## src/rtl/instr_sequencer.sv

```systemverilog
// Instruction sequencer: accepts one instruction, issues BIU request pulses and brackets the EU for ALU ops.
// Defining INSTR_SEQ_WDT_EN adds a per-wait-state watchdog that halts with err on timeout.
module instr_sequencer #(
   parameter int IR_W    = 32,
   parameter int TMO_CYC = 64,
   parameter int TMO_W   = 7
) (
   input  logic            clk,
   input  logic            rst_n,
   input  logic            instr_valid,
   input  logic [IR_W-1:0] instr,
   output logic            instr_ready,
   output logic            cs,
   output logic [1:0]      sel,
   output logic [1:0]      sel_eu,
   output logic [1:0]      op_sel,
   output logic [IR_W-1:0] ir,
   input  logic            biu_ready,
   output logic            eu_start,
   input  logic            eu_done,
   output logic            busy,
   output logic            halted,
   output logic            err
);

   localparam logic [1:0] SEL_ALU   = 2'b10;
   localparam logic [1:0] OP_A      = 2'b00;
   localparam logic [1:0] OP_B      = 2'b01;
   localparam logic [1:0] OP_WR     = 2'b10;
   localparam logic [1:0] EU_SINGLE = 2'b00;
   localparam logic [1:0] EU_CMP    = 2'b10;
   localparam logic [1:0] EU_BAD    = 2'b11;

   typedef enum logic [2:0] {
      S_IDLE,
      S_ISSUE,
      S_WAIT_ACK,
      S_WAIT_DONE,
      S_EU_START,
      S_EU_WAIT,
      S_HALT
   } state_e;

   state_e          state_q, state_d;
   logic [IR_W-1:0] ir_q, ir_d;
   logic [1:0]      sel_q, sel_d;
   logic [1:0]      sel_eu_q, sel_eu_d;
   logic [1:0]      op_sel_q, op_sel_d;
   logic            err_q, err_d;

`ifdef INSTR_SEQ_WDT_EN
   logic [TMO_W-1:0] tmo_q, tmo_d;
`endif

   // Next-state logic: decode on acceptance, then walk ISSUE/WAIT_ACK/WAIT_DONE and the EU bracket
   always_comb begin
      state_d  = state_q;
      ir_d     = ir_q;
      sel_d    = sel_q;
      sel_eu_d = sel_eu_q;
      op_sel_d = op_sel_q;
      err_d    = err_q;
`ifdef INSTR_SEQ_WDT_EN
      tmo_d    = '0;
`endif

      case (state_q)
         S_IDLE: begin
            if (instr_valid) begin
               ir_d = instr;
               case (instr[21:20])
                  2'b00, 2'b01: begin
                     sel_d    = instr[21:20];
                     op_sel_d = OP_A;
                     state_d  = S_ISSUE;
                  end
                  2'b10: begin
                     sel_d    = SEL_ALU;
                     sel_eu_d = instr[23:22];
                     op_sel_d = OP_A;
                     if (instr[23:22] == EU_BAD) begin
                        err_d = 1'b1;
                     end else begin
                        state_d = S_ISSUE;
                     end
                  end
                  default: state_d = S_HALT;
               endcase
            end
         end
         S_ISSUE: state_d = S_WAIT_ACK;
         S_WAIT_ACK: begin
            if (!biu_ready) state_d = S_WAIT_DONE;
         end
         S_WAIT_DONE: begin
            if (biu_ready) begin
               if (sel_q != SEL_ALU) begin
                  state_d = S_IDLE;
               end else begin
                  case (op_sel_q)
                     OP_A: begin
                        if (sel_eu_q == EU_SINGLE) begin
                           state_d = S_EU_START;
                        end else begin
                           op_sel_d = OP_B;
                           state_d  = S_ISSUE;
                        end
                     end
                     OP_B:    state_d = S_EU_START;
                     default: state_d = S_IDLE;
                  endcase
               end
            end
         end
         S_EU_START: state_d = S_EU_WAIT;
         S_EU_WAIT: begin
            if (eu_done) begin
               if (sel_eu_q == EU_CMP) begin
                  state_d = S_IDLE;
               end else begin
                  op_sel_d = OP_WR;
                  state_d  = S_ISSUE;
               end
            end
         end
         S_HALT:  state_d = S_HALT;
         default: state_d = S_IDLE;
      endcase

`ifdef INSTR_SEQ_WDT_EN
      if ((state_d == state_q) &&
          ((state_q == S_WAIT_ACK) || (state_q == S_WAIT_DONE) || (state_q == S_EU_WAIT))) begin
         tmo_d = tmo_q + 1'b1;
         if (tmo_d == TMO_W'(TMO_CYC)) begin
            err_d   = 1'b1;
            state_d = S_HALT;
         end
      end
`endif
   end

   // State and instruction registers with asynchronous active-low reset
   always_ff @(posedge clk or negedge rst_n) begin
      if (!rst_n) begin
         state_q  <= S_IDLE;
         ir_q     <= '0;
         sel_q    <= 2'b00;
         sel_eu_q <= 2'b00;
         op_sel_q <= 2'b00;
         err_q    <= 1'b0;
      end else begin
         state_q  <= state_d;
         ir_q     <= ir_d;
         sel_q    <= sel_d;
         sel_eu_q <= sel_eu_d;
         op_sel_q <= op_sel_d;
         err_q    <= err_d;
      end
   end

`ifdef INSTR_SEQ_WDT_EN
   // Watchdog counter register, restarted on every state change
   always_ff @(posedge clk or negedge rst_n) begin
      if (!rst_n) begin
         tmo_q <= '0;
      end else begin
         tmo_q <= tmo_d;
      end
   end
`endif

   assign instr_ready = (state_q == S_IDLE);
   assign cs          = (state_q == S_ISSUE);
   assign eu_start    = (state_q == S_EU_START);
   assign busy        = (state_q != S_IDLE) && (state_q != S_HALT);
   assign halted      = (state_q == S_HALT);
   assign err         = err_q;
   assign ir          = ir_q;
   assign sel         = sel_q;
   assign sel_eu      = sel_eu_q;
   assign op_sel      = op_sel_q;

endmodule

```

## config.mk

```make
export PLATFORM = sky130hd
export DESIGN_NAME = instr_sequencer
export DESIGN_NICKNAME = d
export VERILOG_FILES = /design/src/rtl/instr_sequencer.sv
export SDC_FILE = /design/constraint.sdc
export NUM_CORES = 1
export LEC_CHECK = 0
export BUFFER_PORTS_ARGS = -buffer_cell sky130_fd_sc_hd__buf_2
export CAP_MARGIN = 10
export CELL_PAD_IN_SITES_DETAIL_PLACEMENT = 0
export CELL_PAD_IN_SITES_GLOBAL_PLACEMENT = 2
export CORE_AREA = 2 2 80 90
export CTS_BUF_LIST = sky130_fd_sc_hd__clkbuf_8
export DETAILED_ROUTE_END_ITERATION = 6
export DIE_AREA = 0 0 82 92
export PLACE_DENSITY_LB_ADDON = 0.3
export SLEW_MARGIN = 20
export SYNTH_ARGS = -nofsm -noshare
export SYNTH_HDL_FRONTEND = slang
export SYNTH_SLANG_ARGS = --single-unit
```

## constraint.sdc

```tcl
create_clock -name clk -period 2.7 [get_ports clk]
set_input_delay 0.135 -clock clk [delete_from_list [all_inputs] [get_ports clk]]
set_output_delay 0.135 -clock clk [all_outputs]
set_load 0.05 [all_outputs]
```

==> qor.yml <==
outcome:
  outcome: "complete, no violations"
timing:
  clock_skew_ns: 0.005038
  tns_ns: 0
  layout_min_cycle_time_ns: 2.075
  fmax_mhz: 481.8
  setup_viol: 0
  slew_headroom: 0.6296
  tightest_slew_ns: 0.5519
  hold-worst-slack_ns: 0.02712
  hold_viol: 0
  drv_slew: 0
  rsz0062_at_grt: "no"
  period_share: 0.7687
drt:
  viasPerCell: 4.455
  firstDrtPassIters: 4
  num_vias: 1666
  routed_wl_mm: 4.931
  drt_iter0_drc: 52
  post-route-drc-count: 0
  wire_per_inst_um: 13.18
  final_antenna_net_count: 0
clocking:
  cts_max_level: 2
  cts_sinks: 42
  cts.path.max_buffers: 2
  clk_latency_ns: 0.29
  cts_resized: 0
  cts_tree: "built"
  post-cts-setup-buffer-count: 0
  cts_buffers: 5
  path_clk_slew_ns: 0.08
  cts_root_buf: "clkbuf_8"
  cts_hold_buf: 0
placed_design:
  gp_congestion: 0.8328
  place_area_um2: 2323
  dp.cells: 365
  portBuffers: 80
  place_hpwl_mm: 3.378
final_layout:
  final_cell_area_um2: 2442
  layout-drive-gt1-share: 0.3218
  fin_cells: 374
  area_growth_pct: 30.22
  n_antenna_cell: 0
  final_nets: 325
  num-fill-cells: 740
worst_setup_path:
  arrival_ns: 2.25
  cp-start-kind: "register"
  end_kind: "register"
  worstPathMaxFanout: 34
  cp_data_required_time_ns: 2.88
  critical_path_class: "register to register"
synthesis:
  syn_area_um2: 1876
  synthArstFlopShare: 1.000
  yosysSeqAreaShare: 0.5604
  synth-seq-cells: 42
  syn_inst: 211
  synth.distinct_cells: 36
  synth.avg_cell_area_um2: 8.889
  synth_nets: 248
  synth_edf_count: 0
  yosysWarnings: 0
  synth_ff_type: "dfrtp_1"
global_route:
  grt_pass1_vias: 1611
  grt_overflow_total: 0
  antenna_found_initial: 0
  grt_max_degree: 43
  grtUsageTotal: 0.1353
  grt_first_pass_wirelength_mm: 7.900
floorplan:
  dieArea_um2: 7544
  initial_core_util: 0.2788
  io_pins: 81
  num_rows: 32
  die_y_um: 92
  coreArea_um2: 6726
  die_width_um: 82
hold_path:
  hold_path_class: "input pin to register"
job:
  cap_violations: 0
## flip-flops by register name, indices dropped and copies added, names as in the netlist
signal,count
ir,32
op_sel,2
sel,2
sel_eu,2
state_q,3
err,1
## critical path, cell delays in order (launching register included)
cell,delay (ns)
dfrtp_1,0.56
or4b_4,0.84
nor2_8,0.19
nand2_4,0.07
mux2_4,0.29
## per-stage QoR
stage	setup slack, ns	util
2_1_floorplan	0.5507	-
3_3_place_gp	0.6645	0.3454
3_5_place_dp	0.6293	0.3454
4_1_cts	0.6244	0.3612
5_1_grt	0.5415	0.3631
6_report	0.6245	0.3631
## placed cells by master, fill, tap and decap left out, types with 3 or more instances in the layout
master,instances
a31oi_1,3
buf_2,79
clkbuf_8,5
dfrtp_1,42
inv_1,5
nand2_1,100
nor2_1,11
nor3_1,4
o21ai_0,3
## final timing paths
check                      depth (start not counted)  slack, ns                     to                   start
min in group asynchronous                          2       0.36      ir[9]$_DFFE_PN0P_                   rst_n
setup reg to reg                                   4       0.62  sel_eu[0]$_DFFE_PN0P_  state_q[1]$_DFFE_PN0P_
hold reg to reg                                    1       0.47        err$_DFFE_PN0P_         err$_DFFE_PN0P_
hold / removal                                     3       0.03      ir[7]$_DFFE_PN0P_                instr[7]
setup / recovery                                   4       0.62  sel_eu[0]$_DFFE_PN0P_  state_q[1]$_DFFE_PN0P_
max in group asynchronous                          2       1.95  sel_eu[0]$_DFFE_PN0P_                   rst_n
## per-layer routing
metal  up-vias  GRT usage  routed length [um]
met1       785     0.1694                2167
met3         8    0.03543                 234
met5         -          0                   0
li1        833          -                   -
met2        40     0.2236                2446
met4         0    0.04444                  83
## synthesized netlist by cell type (all sizes together) (2+ instances only)
master | instances | area, um2
a21oi | 2 | 10.01
nand3 | 2 | 10.01
a31oi | 3 | 18.77
and2 | 2 | 12.51
nor3 | 5 | 30.03
nand2 | 101 | 386.6
o21ai | 4 | 20.01
o21bai | 2 | 15.01
nor2b | 2 | 12.51
nor2 | 12 | 61.31
and3 | 2 | 12.51
inv | 3 | 11.26
or4b | 2 | 23.77
mux2 | 2 | 30.03
dfrtp | 42 | 1051
clkbuf | 5 | 18.77
buf | 7 | 47.54
## logic make-up after synthesis
logic type,count (synthesis),synth area share
buffers and inverters,15,0.04136
DFF,42,0.5604
xor gates and xnor gates,1,0.004671
AOI/OAI and AO/OA,17,0.06071
muxes,2,0.01601
and+or+nand+nor,134,0.3169
## final cells by class
type	instances	area [um2]	area share
clock buffer	5	68.82	0.02818
clock inverter	3	37.54	0.01537
inverter	3	11.26	0.004611
multi-input combinational	154	747.0	0.3058
sequential	42	1051	0.4303
tap	85	106.4	0.04355
timing repair buffer	82	420.4	0.1721
Power is not shown: default switching activity piles up to over one toggle a cycle in this logic, so the estimate is an artifact.
